==> src/rtl/sfq_delay_line.sv <==
// sfq_delay_line: per-channel SFQ pulse delay line.
// Each channel is a DEPTH-stage shift register of single-bit pulse slots
// followed by a registered output pulse. The block also keeps a saturating
// count of emitted pulses and a sticky flag for discarded inputs.
// Modes: DELAY shifts, HOLD freezes the stages and repeats the last slot,
// FLUSH clears everything in flight. Mode 11 is an alias of DELAY.
module sfq_delay_line #(
  parameter int CH    = 4,
  parameter int DEPTH = 3,
  parameter int CW    = 8
) (
  input  logic             clkin,
  input  logic             rst_n,
  input  logic [CH-1:0]    in_pulse,
  input  logic [1:0]       mode,
  output logic [CH-1:0]    out_pulse,
  output logic [CH*CW-1:0] out_cnt,
  output logic [CH-1:0]    drop,
  output logic             busy
);

  localparam logic [1:0] MODE_DELAY = 2'b00;
  localparam logic [1:0] MODE_HOLD  = 2'b01;
  localparam logic [1:0] MODE_FLUSH = 2'b10;

  localparam logic [CW-1:0] CNT_MAX = '1;

  logic [CH-1:0][DEPTH-1:0] stage;
  logic [CH-1:0]            out_next;
  logic [CW-1:0]            cnt [CH];

  logic is_hold;
  logic is_flush;

  assign is_hold  = (mode == MODE_HOLD);
  assign is_flush = (mode == MODE_FLUSH);

  // Pulse storage: shift in DELAY (and mode 11), freeze in HOLD, clear in FLUSH.
  // NOTE: state uses non-blocking assignments so every stage samples its
  // neighbour's pre-edge value; blocking here would collapse the shift chain.
  always_ff @(posedge clkin or negedge rst_n) begin
    if (!rst_n) begin
      stage <= '0;
    end else if (is_flush) begin
      stage <= '0;
    end else if (!is_hold) begin
      for (int c = 0; c < CH; c++) begin
        for (int k = 0; k < DEPTH; k++) begin
          if (k == 0) stage[c][k] <= in_pulse[c];
          else        stage[c][k] <= stage[c][k-1];
        end
      end
    end
  end

  // Next output pulse: last stage in DELAY/HOLD, nothing in FLUSH.
  // NOTE: every combinational output gets a default first so no latch is inferred.
  always_comb begin
    out_next = '0;
    if (!is_flush) begin
      for (int c = 0; c < CH; c++) begin
        out_next[c] = stage[c][DEPTH-1];
      end
    end
  end

  // Registered output pulse.
  always_ff @(posedge clkin or negedge rst_n) begin
    if (!rst_n) out_pulse <= '0;
    else        out_pulse <= out_next;
  end

  // Saturating emitted-pulse counters, advanced on the edge that registers a pulse.
  always_ff @(posedge clkin or negedge rst_n) begin
    if (!rst_n) begin
      for (int c = 0; c < CH; c++) cnt[c] <= '0;
    end else begin
      for (int c = 0; c < CH; c++) begin
        if (out_next[c] && (cnt[c] != CNT_MAX)) cnt[c] <= cnt[c] + 1'b1;
      end
    end
  end

  // Sticky drop flags: an input arriving while the line cannot accept it.
  always_ff @(posedge clkin or negedge rst_n) begin
    if (!rst_n) drop <= '0;
    else if (is_hold || is_flush) drop <= drop | in_pulse;
  end

  // Pack per-channel counters onto the flat output bus.
  always_comb begin
    out_cnt = '0;
    for (int c = 0; c < CH; c++) begin
      out_cnt[c*CW +: CW] = cnt[c];
    end
  end

  // Busy whenever any storage stage holds a pulse (reset clears the stages).
  assign busy = |stage;

endmodule
==> config.mk <==
export PLATFORM = sky130hd
export DESIGN_NAME = sfq_delay_line
export DESIGN_NICKNAME = d
export VERILOG_FILES = /design/src/rtl/sfq_delay_line.sv
export SDC_FILE = /design/constraint.sdc
export NUM_CORES = 1
export LEC_CHECK = 0
export ABC_AREA = 1
export CAP_MARGIN = 10
export CORE_MARGIN = 4
export CORE_UTILIZATION = 54
export CTS_BUF_LIST = sky130_fd_sc_hd__clkbuf_8
export CTS_CLUSTER_DIAMETER = 200
export DETAILED_ROUTE_END_ITERATION = 10
export PLACE_DENSITY = 0.91
export SETUP_SLACK_MARGIN = 0.4
export SYNTH_ARGS = -nofsm -noshare
export SYNTH_HDL_FRONTEND = slang
export SYNTH_SLANG_ARGS = --single-unit
==> constraint.sdc <==
create_clock -name clkin -period 1.35 [get_ports clkin]
set_input_delay 0.3375 -clock clkin [delete_from_list [all_inputs] [get_ports clkin]]
set_output_delay 0.3375 -clock clkin [all_outputs]
set_load 0.01 [all_outputs]
==> reports/results.ini, run 1 <==
[status]
lastStage = 5_1_grt
error = [ERROR DPL-0038] Utilization greater than 100%, impossible to legalize
outcome = aborted with a tool error

[synth]
ys_async_sr_fraction = 1.00
synthCells = 334
synth_area_leaders = dfrtp_1 49%, nand2_1 15%, inv_1 6.3%, nand3_1 5.6%, nor2_1 2.9%
synthSimpleGateAreaFrac = 0.315
ys.flop_type = dfrtp_1
yosysTopAreaCellShare = 0.487
synth_edf_count = 0
synth_area_per_cell_sq_um = 8.00
synth-adder-area-share = 0.0281
synth_mux_area_frac = 0
seq_area_frac_synth = 0.487
ys_seq_elements = 52
synth_top_area_cell = dfrtp_1
syn-num-nets = 348
ys_types = 26
synth_compound_area_frac = 0.0590
synth-xor-area-share = 0.0262
yosysMostFrequentCell = nand2_1
yosys_warnings = 0
syn-cell-area_sq_um = 2670
synth_common_cells = 107 x nand2_1, 52 x dfrtp_1, 45 x inv_1
synth_top_family_by_area = simple AND/OR/NAND/NOR gates

[clock_tree]
postCtsHoldBufs = 0
clock-sinks = 52
numCtsBuffers = 5
clock_path_buffers = 2
ctsHtreeMaxLevel = 2
ctsRootBufferMaster = clkbuf_8

[timing]
worstEndpointType = primary output
grt-worst-endpoint = busy

[placement]
dp_slack_ns = -0.497
dpl.hpwl_mm = 4.73
gp_congestion = 0.824
port_buffers = 48
dp_cells = 491

[floorplanning]
chipWidth_microns = 78.4
rows = 25
die_h_microns = 78.4
design.portCount = 49
start_util = 0.562

[global_routing]
grt_max_degree = 53

==> timing repair <==
action | CTS
endpoints found under the setup margin | 93
pin swaps | 48
setup buffers | 32
resized for setup | 281
cloned | 2
==> per-stage QoR <==
stage	util	TNS [ns]	area, sq um
3_3_place_gp	0.785	-17.00	3730
3_5_place_dp	0.785	-18.55	3730
2_1_floorplan	-	0	2830
4_1_cts	0.897	-0.409	4260
==> cells by family after synthesis <==
group / count (synthesis)
buffers and inverters: 57
flip-flops: 52
adder cells (fa/ha/maj): 6
XOR/XNOR: 8
AND/OR/NAND/NOR: 184
AO/OA/AOI/OAI: 27
==> run 2, diff against run 1 <==
==> config.mk (replaced) <==
export PLATFORM = sky130hd
export DESIGN_NAME = sfq_delay_line
export DESIGN_NICKNAME = d
export VERILOG_FILES = /design/src/rtl/sfq_delay_line.sv
export SDC_FILE = /design/constraint.sdc
export NUM_CORES = 1
export LEC_CHECK = 0
export ABC_AREA = 1
export CAP_MARGIN = 10
export CORE_MARGIN = 4
export CORE_UTILIZATION = 40
export DETAILED_ROUTE_END_ITERATION = 10
export PLACE_DENSITY_LB_ADDON = 0.15
export SYNTH_ARGS = -nofsm -noshare
export SYNTH_HDL_FRONTEND = slang
export SYNTH_SLANG_ARGS = --single-unit
==> reports/results.ini, run 2 <==
[status]
outcome = finished with violations
violations = negative setup slack

[power_and_ir_drop]
switching_power_w = 0.00173
clkPwrFrac = 0.177
p_per_area_nw_per_um2 = 1270
leakage_nw = 2.04
p_sw_frac = 0.345
peakVddDrop_v = 0.000749
p_int_w = 0.00329
fin_total_pwr_w = 0.00502
p_comb_frac = 0.428
share_seq_of_total_power = 0.395

[synth]
synth_top_area_cell = dfrtp_1
synth_edf_count = 0
seq_area_frac_synth = 0.487
synthCells = 334
synth_area_leaders = dfrtp_1 49%, nand2_1 15%, inv_1 6.3%, nand3_1 5.6%, nor2_1 2.9%
ys_types = 26
ys.flop_type = dfrtp_1
ys_seq_elements = 52
syn-cell-area_sq_um = 2670
synth_area_per_cell_sq_um = 8.00
yosys_warnings = 0
yosysTopAreaCellShare = 0.487
yosysMostFrequentCell = nand2_1
ys_async_sr_fraction = 1.00
syn-num-nets = 348
synth_common_cells = 107 x nand2_1, 52 x dfrtp_1, 45 x inv_1

[routing]
viasPerCell = 4.62
wl_met1_mm = 2.85
drt_iter0_markers = 73
wl_met3_microns = 187
final_antenna_net_count = 0
wire_per_inst_microns = 11.5
drt-pass1-iter-count = 4
drc = 0
wl_mm = 6.12
top_layer = met4
wl_met2_mm = 2.96
via_count = 2455

[critical_path]
cp.arrival_ns = 1.24
r2r_start = out_cnt[0]
r2r_cells = 9
start_kind = register
crit-reg2reg-capture = out_cnt[1]
crit_path_end_kind = output pin
cp-startpoint = stage[6]
critical_path_peak_fanout = 2
cp.required_ns = 1.01
reg2reg_slack_ns = 0.05
path_class = reg2out

[finish]
final_common_cell = nand2_1
insertedDiodeCount = 0
areaGrowthSynthToFinish_pct = 48.3
fillers = 560
post-route-cell-area_sq_um = 3960
final_nets = 467
drive_above_1_share = 0.280
regArea_sq_um = 1300
multi_input_area_sq_um = 1270
largest_reg_flops = 32
final_cell_mix = 99 x nand2_1, 63 x buf_4, 52 x dfrtp_1

[timing]
rsz0062_at_grt = yes
period_share = 1.17
slew_viol_final = 0
whs_ns = 0.0127
tightest_slew_ns = 0.280
slew_headroom = 0.813
setup_ws_ns = -0.230
skew_ns = 0.00422
final.setup.tns_ns = -0.230
hold_viol = 0
fmax_mhz = 633
setup_violations = 1
period_minus_slack_ns = 1.58

[clock_tree]
postCtsHoldBufs = 0
clock-sinks = 52
clock_path_buffers = 2
clkTransAtPathRegs_ns = 0.10
ctsHtreeMaxLevel = 2
ctsRootBufferMaster = clkbuf_8
numCtsBuffers = 5
insertion_delay_ns = 0.30
cts_tree = built

[global_routing]
groute.usage.overall = 0.152
overflow = 0
grt_pass1_vias = 2445
grt_max_degree = 53
antenna_found_initial = 0
grt_pass1_wl_mm = 10.4

[floorplanning]
die_h_microns = 89.7
die_area_sq_um = 8050
start_util = 0.416
chipWidth_microns = 89.7
design.portCount = 49
core_sq_um = 6420
rows = 29

[placement]
gp_congestion = 0.822
dp_slack_ns = -0.546
place_area_sq_um = 3560
dpl.hpwl_mm = 4.17
port_buffers = 48

[min_path]
min_path_type = in2async

[flow_run]
cap_violations = 0

## run 2: cell counts after synthesis
No cell type changed its count.
## run 2: metal layers
layer  up-vias  global-route usage
met5         -                   0
met4         0              0.0498
met3        13              0.0267
met2        47               0.263
li1       1282                   -
met1      1113               0.192
## run 2: kinds of logic (layout without fill, tap and decap cells)
group | count (synthesis) | after routing | share of synthesized area
adder cells (fa/ha/maj) | 6 | 6 | 0.0281
buffers and inverters | 57 | 177 | 0.0847
AND/OR/NAND/NOR | 184 | 184 | 0.315
AO/OA/AOI/OAI | 27 | 27 | 0.0590
XOR/XNOR | 8 | 8 | 0.0262
flip-flops | 52 | 52 | 0.487
## run 2: what timing repair did
item	4_1_cts	5_1_grt
pin swaps	5	11
resized for setup	63	49
setup endpoints to repair	74	50
buffers inserted	18	8
## run 2: cell type report
cell class	instances	area share
multi-input cells	225	0.320
well taps	77	0.0243
clock inverters	3	0.00474
flip-flops and latches	52	0.328
clock buffers	5	0.0174
inverters	52	0.0518
repair buffers	117	0.254
## run 2: worst max path at each step
stage                     slack (ns)          end
after floorplan                 0.04  out_cnt[29]
after global placement         -0.50  out_cnt[31]
after detailed placement       -0.55  out_cnt[31]
after CTS                      -0.29         busy
after global routing           -0.34         busy
final                          -0.23         busy
## run 2: worst max-delay path: stages (launching register included)
cell and delay [ns]:
dfrtp_1 0.40, inv_1 0.08, nand4_1 0.10, nor3_2 0.12
nand2_1 0.09, buf_2 0.15
## run 2: stage by stage
stage,cells,utilization
6_report,531,0.617
5_1_grt,531,0.617
4_1_cts,523,0.590
3_5_place_dp,497,0.554
3_3_place_gp,497,0.554
2_1_floorplan,334,-
## run 2: power groups by stage
stage               registers, W  clock network (W)  logic, W
floorplan                0.00221                  0  0.000656
finish                   0.00198           0.000887   0.00215
global route             0.00202            0.00100   0.00241
detailed placement       0.00205                  0   0.00177
global placement         0.00205                  0   0.00175
CTS                      0.00196           0.000937   0.00190
No activity file was read; power rests on OpenSTA's default activity.
